$ cat config.mk
export PLATFORM = sky130hd
export DESIGN_NAME = keypad_encoder
export DESIGN_NICKNAME = d
export VERILOG_FILES = /design/src/rtl/keypad_encoder.sv
export SDC_FILE = /design/constraint.sdc
export NUM_CORES = 1
export LEC_CHECK = 0
export CELL_PAD_IN_SITES_DETAIL_PLACEMENT = 0
export CELL_PAD_IN_SITES_GLOBAL_PLACEMENT = 2
export CORE_MARGIN = 2
export CORE_UTILIZATION = 36
export CTS_CLUSTER_DIAMETER = 100
export DETAILED_ROUTE_END_ITERATION = 10
export GPL_ROUTABILITY_DRIVEN = 0
export PLACE_DENSITY_LB_ADDON = 0.2
export SLEW_MARGIN = 0
export SYNTH_ARGS = -nofsm -noshare
export SYNTH_HDL_FRONTEND = slang
export SYNTH_SLANG_ARGS = --single-unit
$ cat constraint.sdc
create_clock -name CLK -period 5.5 [get_ports CLK]
set_input_delay 0.825 -clock CLK [delete_from_list [all_inputs] [get_ports CLK]]
set_output_delay 0.825 -clock CLK [all_outputs]
set_load 0.02 [all_outputs]
$ cat src/rtl/keypad_encoder.sv
// keypad_encoder
//   Debounced 10-key keypad encoder with a ready/valid digit output.
//   The raw active-low key lines are synchronized, priority encoded
//   (highest index wins), debounced on press and release, and each accepted
//   press is offered exactly once as a BCD digit.
//
// Parameters
//   DEBOUNCE_CYCLES  consecutive stable samples to accept a press/release (1..255)
//
// Ports
//   CLK    in   clock, rising edge
//   CLRb   in   synchronous active-low reset
//   KEYn   in   [9:0] raw asynchronous key lines, active-low, bit k = digit k
//   RDY    in   consumer accepts the digit this cycle
//   VALID  out  DIGIT holds an accepted, unconsumed key code
//   DIGIT  out  [3:0] BCD code of the accepted key
//   BUSY   out  FSM is in any state other than IDLE
//   ERR    out  multi-key error flag
//
// Configuration
//   KEYPAD_MULTI_ERR_EN  when defined, a multi-key press during press debounce
//                        raises ERR and delivers no digit; otherwise multi-key
//                        presses resolve by priority and ERR is tied low.

module keypad_encoder #(
  parameter int DEBOUNCE_CYCLES = 4
) (
  input  logic       CLK,
  input  logic       CLRb,
  input  logic [9:0] KEYn,
  input  logic       RDY,
  output logic       VALID,
  output logic [3:0] DIGIT,
  output logic       BUSY,
  output logic       ERR
);

  typedef enum logic [2:0] {
    IDLE,
    DEB_PRESS,
    OFFER,
    HELD,
    DEB_REL
  } state_t;

  localparam logic [8:0] DEB_LIM = 9'(DEBOUNCE_CYCLES);

  state_t     state;
  logic [9:0] sync1;
  logic [9:0] keys;
  logic [7:0] counter;
  logic [3:0] cand;

  logic [3:0] code;
  logic       pressed;
  logic [8:0] cnt_inc;
  logic       cnt_done;

  // Highest index wins: later iterations override earlier ones.
  always_comb begin
    code = '0;
    for (int unsigned i = 0; i < 10; i++) begin
      if (!keys[i]) code = 4'(i);
    end
  end

  assign pressed  = ~&keys;
  // Widened so the compare is exact and the counter can saturate instead of wrap.
  assign cnt_inc  = {1'b0, counter} + 9'd1;
  assign cnt_done = (cnt_inc >= DEB_LIM);

`ifdef KEYPAD_MULTI_ERR_EN
  logic       err_q;
  logic [9:0] act;
  logic       multi;

  assign act   = ~keys;
  // Clearing the lowest set bit leaves something only if two or more are set.
  assign multi = |(act & (act - 10'd1));
  assign ERR   = err_q;
`else
  assign ERR   = 1'b0;
`endif

  always_ff @(posedge CLK) begin
    if (!CLRb) begin
      state   <= IDLE;
      sync1   <= '1;
      keys    <= '1;
      counter <= '0;
      cand    <= '0;
      VALID   <= 1'b0;
      DIGIT   <= '0;
      BUSY    <= 1'b0;
`ifdef KEYPAD_MULTI_ERR_EN
      err_q   <= 1'b0;
`endif
    end else begin
      sync1 <= KEYn;
      keys  <= sync1;
      case (state)
        IDLE: begin
          if (pressed) begin
            cand    <= code;
            counter <= 8'd1;
            state   <= DEB_PRESS;
            BUSY    <= 1'b1;
          end
        end

        DEB_PRESS: begin
`ifdef KEYPAD_MULTI_ERR_EN
          if (pressed && multi) begin
            err_q <= 1'b1;
            state <= HELD;
          end else
`endif
          if (!pressed) begin
            state <= IDLE;
            BUSY  <= 1'b0;
`ifdef KEYPAD_MULTI_ERR_EN
            err_q <= 1'b0;
`endif
          end else if (code != cand) begin
            cand    <= code;
            counter <= 8'd1;
          end else if (cnt_done) begin
            counter <= DEB_LIM[7:0];
            DIGIT   <= cand;
            VALID   <= 1'b1;
            state   <= OFFER;
          end else begin
            counter <= cnt_inc[7:0];
          end
        end

        OFFER: begin
          if (RDY) begin
            VALID <= 1'b0;
            if (pressed) begin
              state <= HELD;
            end else begin
              counter <= 8'd1;
              state   <= DEB_REL;
            end
          end
        end

        HELD: begin
          if (!pressed) begin
            counter <= 8'd1;
            state   <= DEB_REL;
          end
        end

        DEB_REL: begin
          if (pressed) begin
            state <= HELD;
          end else if (cnt_done) begin
            counter <= DEB_LIM[7:0];
            state   <= IDLE;
            BUSY    <= 1'b0;
`ifdef KEYPAD_MULTI_ERR_EN
            err_q   <= 1'b0;
`endif
          end else begin
            counter <= cnt_inc[7:0];
          end
        end

        default: begin
          state <= IDLE;
          VALID <= 1'b0;
          BUSY  <= 1'b0;
        end
      endcase
    end
  end

endmodule
* Word level (Yosys, flattened, before mapping)
Cells that the tools add are included.
Storage, ports and cells: output and inout bits 7, logic and storage cells 85, flip-flop bits (word level) 41, bits of input ports 13
Operators by class: bitwise logic cells 4, equality and inequality tests 18, add/subtract/negate cells 1, muxes and demuxes 41, $lt $le $gt $ge 1, reduce and logical (&&, ||, !) cells 12
Operators with widths (number):
- $mux 8 | 7
- $pmux 8 s5 | 1
- $mux 4 | 9
- $mux 3 | 9
- $ne 2x2->1 const B | 10
- $pmux 3 s5 | 1
- $reduce_and 5->1 | 3
- $reduce_and 10->1 | 1
- $add 8x1->9 const B | 1
- $ge 9x3->1 const B | 1
- $mux 1 | 9
- $ne 3x3->1 const B | 3
- $pmux 4 s2 | 1
- $reduce_and 4->1 | 2
- $eq 3x2->1 const B | 2
- $reduce_and 6->1 | 1
- $reduce_bool 5->1 | 1
- $mux 2 | 2
- $ne 4x4->1 | 1
- $not 1->1 | 4
- $pmux 1 s4 | 1
- $eq 3x1->1 const B | 1
- $eq 3x3->1 const B | 1
- $logic_not 3->1 | 1
- 4 further kinds | 4

* Longest topological paths before layout
depth in word-level cells 13, mapped depth 8, mapped depth without buffers 8

* Worst setup path before layout
Ideal clock, no wire load.
path kind reg-to-reg, start reg counter[0], end reg state[1], setup slack 3528 ps, stages on the path, launching flop included 8, data arrival time 1854 ps, clock period less this slack 1972 ps, buffers on the path 0, setup time 118 ps, required time 5382 ps, cell sequence dfxtp_1 -> ha_1 -> or2_2 -> a211oi_1 -> o221ai_1 -> a22oi_1 -> nor2_2 -> o2111a_1
On the way: cells in the longest elaborated chain, start to end 4, elaborated cells between the ends (all ways) 5, classes of those cells add/sub: 1; order compare: 1; eq/ne: 2; reduce/logical: 1
Ends and longest elaborated chain:
- from (decl) | line 51 | logic [7:0] counter;
- from (signal assigned) | line 128 | counter <= DEB_LIM[7:0];
- from (signal assigned) | line 133 | counter <= cnt_inc[7:0];
- from (signal assigned) | line 160 | counter <= DEB_LIM[7:0];
- $add 8x1->9 (*) | line 69 | assign cnt_inc = {1'b0, counter} + 9'd1;
- $ge 9x3->1 (*) | line 70 | assign cnt_done = (cnt_inc >= DEB_LIM);
- $ne 3x3->1 (no source line)
- $reduce_and 6->1 (no source line) (*)
- to (signal assigned) | line 87 | state <= IDLE;
- to (signal assigned) | line 106 | state <= DEB_PRESS;
- to (signal assigned) | line 119 | state <= IDLE;
- to (decl) | line 48 | state_t state;
Mark *: on every way between the ends. The rest lies on a longest branch, timed or not. A chain may end at the register's enable or synchronous reset.

* Final worst setup path
Same ends and word-level chain as after synthesis.

==> flow_summary.ini <==
[status]
status = completed

[timing]
hold_slack_ps = 409
hold_violations = 0
fin_tns_setup_ps = 0
fin_worst_skew_ps = 6.45
min_period_over_period = 0.432
relSlewSlack = 0.524
setup_viol = 0
slew_viol_final = 0
fin_crit_ps = 2380
worst_pin_slew_ps = 708
fmax_mhz = 421
rsz0062_at_grt = no

[drt]
avgRoutedWirePerCell_um = 13.2
drcViolationCount = 0
avgViaCountPerCell = 5.18
drt_iter0_markers = 90
vias = 1549
routed_wl_mm = 3.96
ant_nets = 0
drtPass1Iterations = 4

[critical_path]
start_kind = flip-flop
reg2reg_from = counter[0]
crit_arrival_ps = 2560
crit_required_ps = 5680
crit_path_max_incr_delay_ps = 400
endpoint_kind = flip-flop
slowest_stage = dfxtp_1
cp-startpoint = counter[0]
worstPathCellList = ha_1 -> and2_1 -> o41ai_1 -> o221ai_1 -> a22oi_1 -> nor2_2 -> o2111a_1
crit_type = flip-flop to flip-flop
worst-path-max-fanout = 7

[clock_network]
cts_setup_buffers = 0
cts_resized = 0
cts_inserted_buffers = 5
cts_sinks = 41
clock_latency_ps = 290
clk_pin_slew_ps = 80
cts.path.max_buffers = 2
h-tree-depth = 2
hold_buffers = 0
clockRootBuffer = clkbuf_8
cts_tree = yes

[synthesis]
synthAdderAreaFrac = 0.0135
synth-edff-count = 0
synth_top_area_frac = 0.444
synthFlopType = dfxtp_1
ys_seq_elements = 41
yosysMostFrequentCell = dfxtp_1
seq_area_frac_synth = 0.444
synth_compound_area_frac = 0.196
synthArstFlopShare = 0
synth_area_per_cell_um2 = 8.81
syn-num-nets = 225
syn_inst = 210
synthesis.area_um2 = 1850
yosys_warnings = 0
synth-simple-area-share = 0.270
synth_xor_area_frac = 0.0142
synth_top_family_by_area = simple AND/OR/NAND/NOR gates
ys_top_cells_by_count = dfxtp_1 (41), nand2_1 (26), nand2b_1 (21)
synth_cell_types = 51
muxShareOfSynthArea = 0.0270
synthTopCellsByArea = dfxtp_1 (44%), nand2b_1 (7.1%), nand2_1 (5.3%)
synth_top_area_cell = dfxtp_1

[floorplanning]
die_h_um = 75.7
die_area_um2 = 5730
die_w_um = 75.7
ios = 20
start_util = 0.367
rows = 26
core_area_um2 = 5040

[global_routing]
grt_util_met1 = 0.198
gr-total-overflow = 0
grt_busiest_layer = met2
grt_max_degree = 36
grtUsageMet2 = 0.256
first_global_vias = 1448
grt_pass1_wl_mm = 6.71
grtUsageMet3 = 0.0423
grt_use_total = 0.156
antenna_found_initial = 0

[placed_design]
post-dp-hpwl_mm = 2.85
io_buffers = 18

[power_and_ir_drop]
leakage_uw = 0.000858
cellPowerDensity_nw_per_um2 = 392
vdd_drop_max_mv = 0.200

[run]
drv_cap = 0

[layout]
antennaDiodeCount = 0
nets = 243
drive_above_1_share = 0.0786
area_growth_pct = 19.2
num-fill-cells = 493

[hold_path]
min-delay-start = sync1[7]
worstHoldPathType = flip-flop to flip-flop
[final timing paths]
| check | depth (start not counted) | slack (ps) | end |
|---|---|---|---|
| max | 7 | 3120 | state[1] |
| min | 1 | 410 | keys[7] |
| min reg2reg | 1 | 410 | keys[7] |
| max reg2reg | 7 | 3120 | state[1] |
[per-layer routing]
metal	vias to the layer above	share of wire	routed length [um]
li1	789	-	-
met1	729	0.48	1910
met2	25	0.47	1870
met3	6	0.031	123
met4	0	0.015	60
met5	-	0	0
[cell families (layout without fill, tap and decap cells)]
family          Yosys count  count (layout)
compound gates           51              51
xor+xnor                  3               3
fa+ha+maj                 2               2
buf+inv                  15              34
flops                    41              41
mux                       5               5
other cells               1               1
simple gates             92              92
[where the power goes]
group / internal, uW / total [uW] / leakage, uW / switching (uW)
registers: 327 / 380 / 0.000337 / 53.0
logic: 105 / 242 / 0.000467 / 137
clock network: 136 / 242 / 0.0000543 / 107
[sequential cells by signal, indices dropped and copies added, names as in the netlist]
signal and flops:
cand 4, sync1 10, BUSY 1, DIGIT 4, state 3, counter 8
keys 10, VALID 1
[worst max-delay path: cells and delay by family, from the launching register on]
family                   cells  cell delay [ps]
AO/OA/AOI/OAI                4             1320
AND/OR/NAND/NOR              2              270
adder cells (fa/ha/maj)      1              270
flip-flops                   1              400
[placed cells by master, fill, tap and decap left out, drive strengths merged, types with 2 or more instances in the layout]
cell	count
a211o	4
a21oi	10
a22oi	2
a31oi	5
and2	6
clkbuf	5
clkdlybuf4s50	18
dfxtp	41
ha	2
inv	7
mux2i	5
nand2	26
nand2b	21
nand3	8
nand4	4
nor2	15
nor3	2
nor4	3
o2111a	2
o21ai	10
o221ai	3
o22ai	2
o311ai	2
or2	2
xnor2	2
[final cells by class]
cell class / count / area (um2) / area share
Multi-Input combinational cell: 154 / 968 / 0.439
Sequential cell: 41 / 821 / 0.372
Timing Repair Buffer: 19 / 188 / 0.0851
Tap cell: 70 / 87.6 / 0.0397
Clock buffer: 5 / 68.8 / 0.0312
Clock inverter: 3 / 46.3 / 0.0210
Inverter: 7 / 26.3 / 0.0119
[through the flow]
step           total power [uW]  std cells  worst slack (ps)  instance area, um2   util
2_1_floorplan               559        210              3530                1850      -
3_3_place_gp                627        291              3230                2090  0.415
3_5_place_dp                627        291              3120                2090  0.415
4_1_cts                     872        299              3110                2210  0.437
5_1_grt                     925        299              2870                2210  0.437
6_report                    864        299              3120                2210  0.437
No activity file was read; power rests on OpenSTA's default activity.
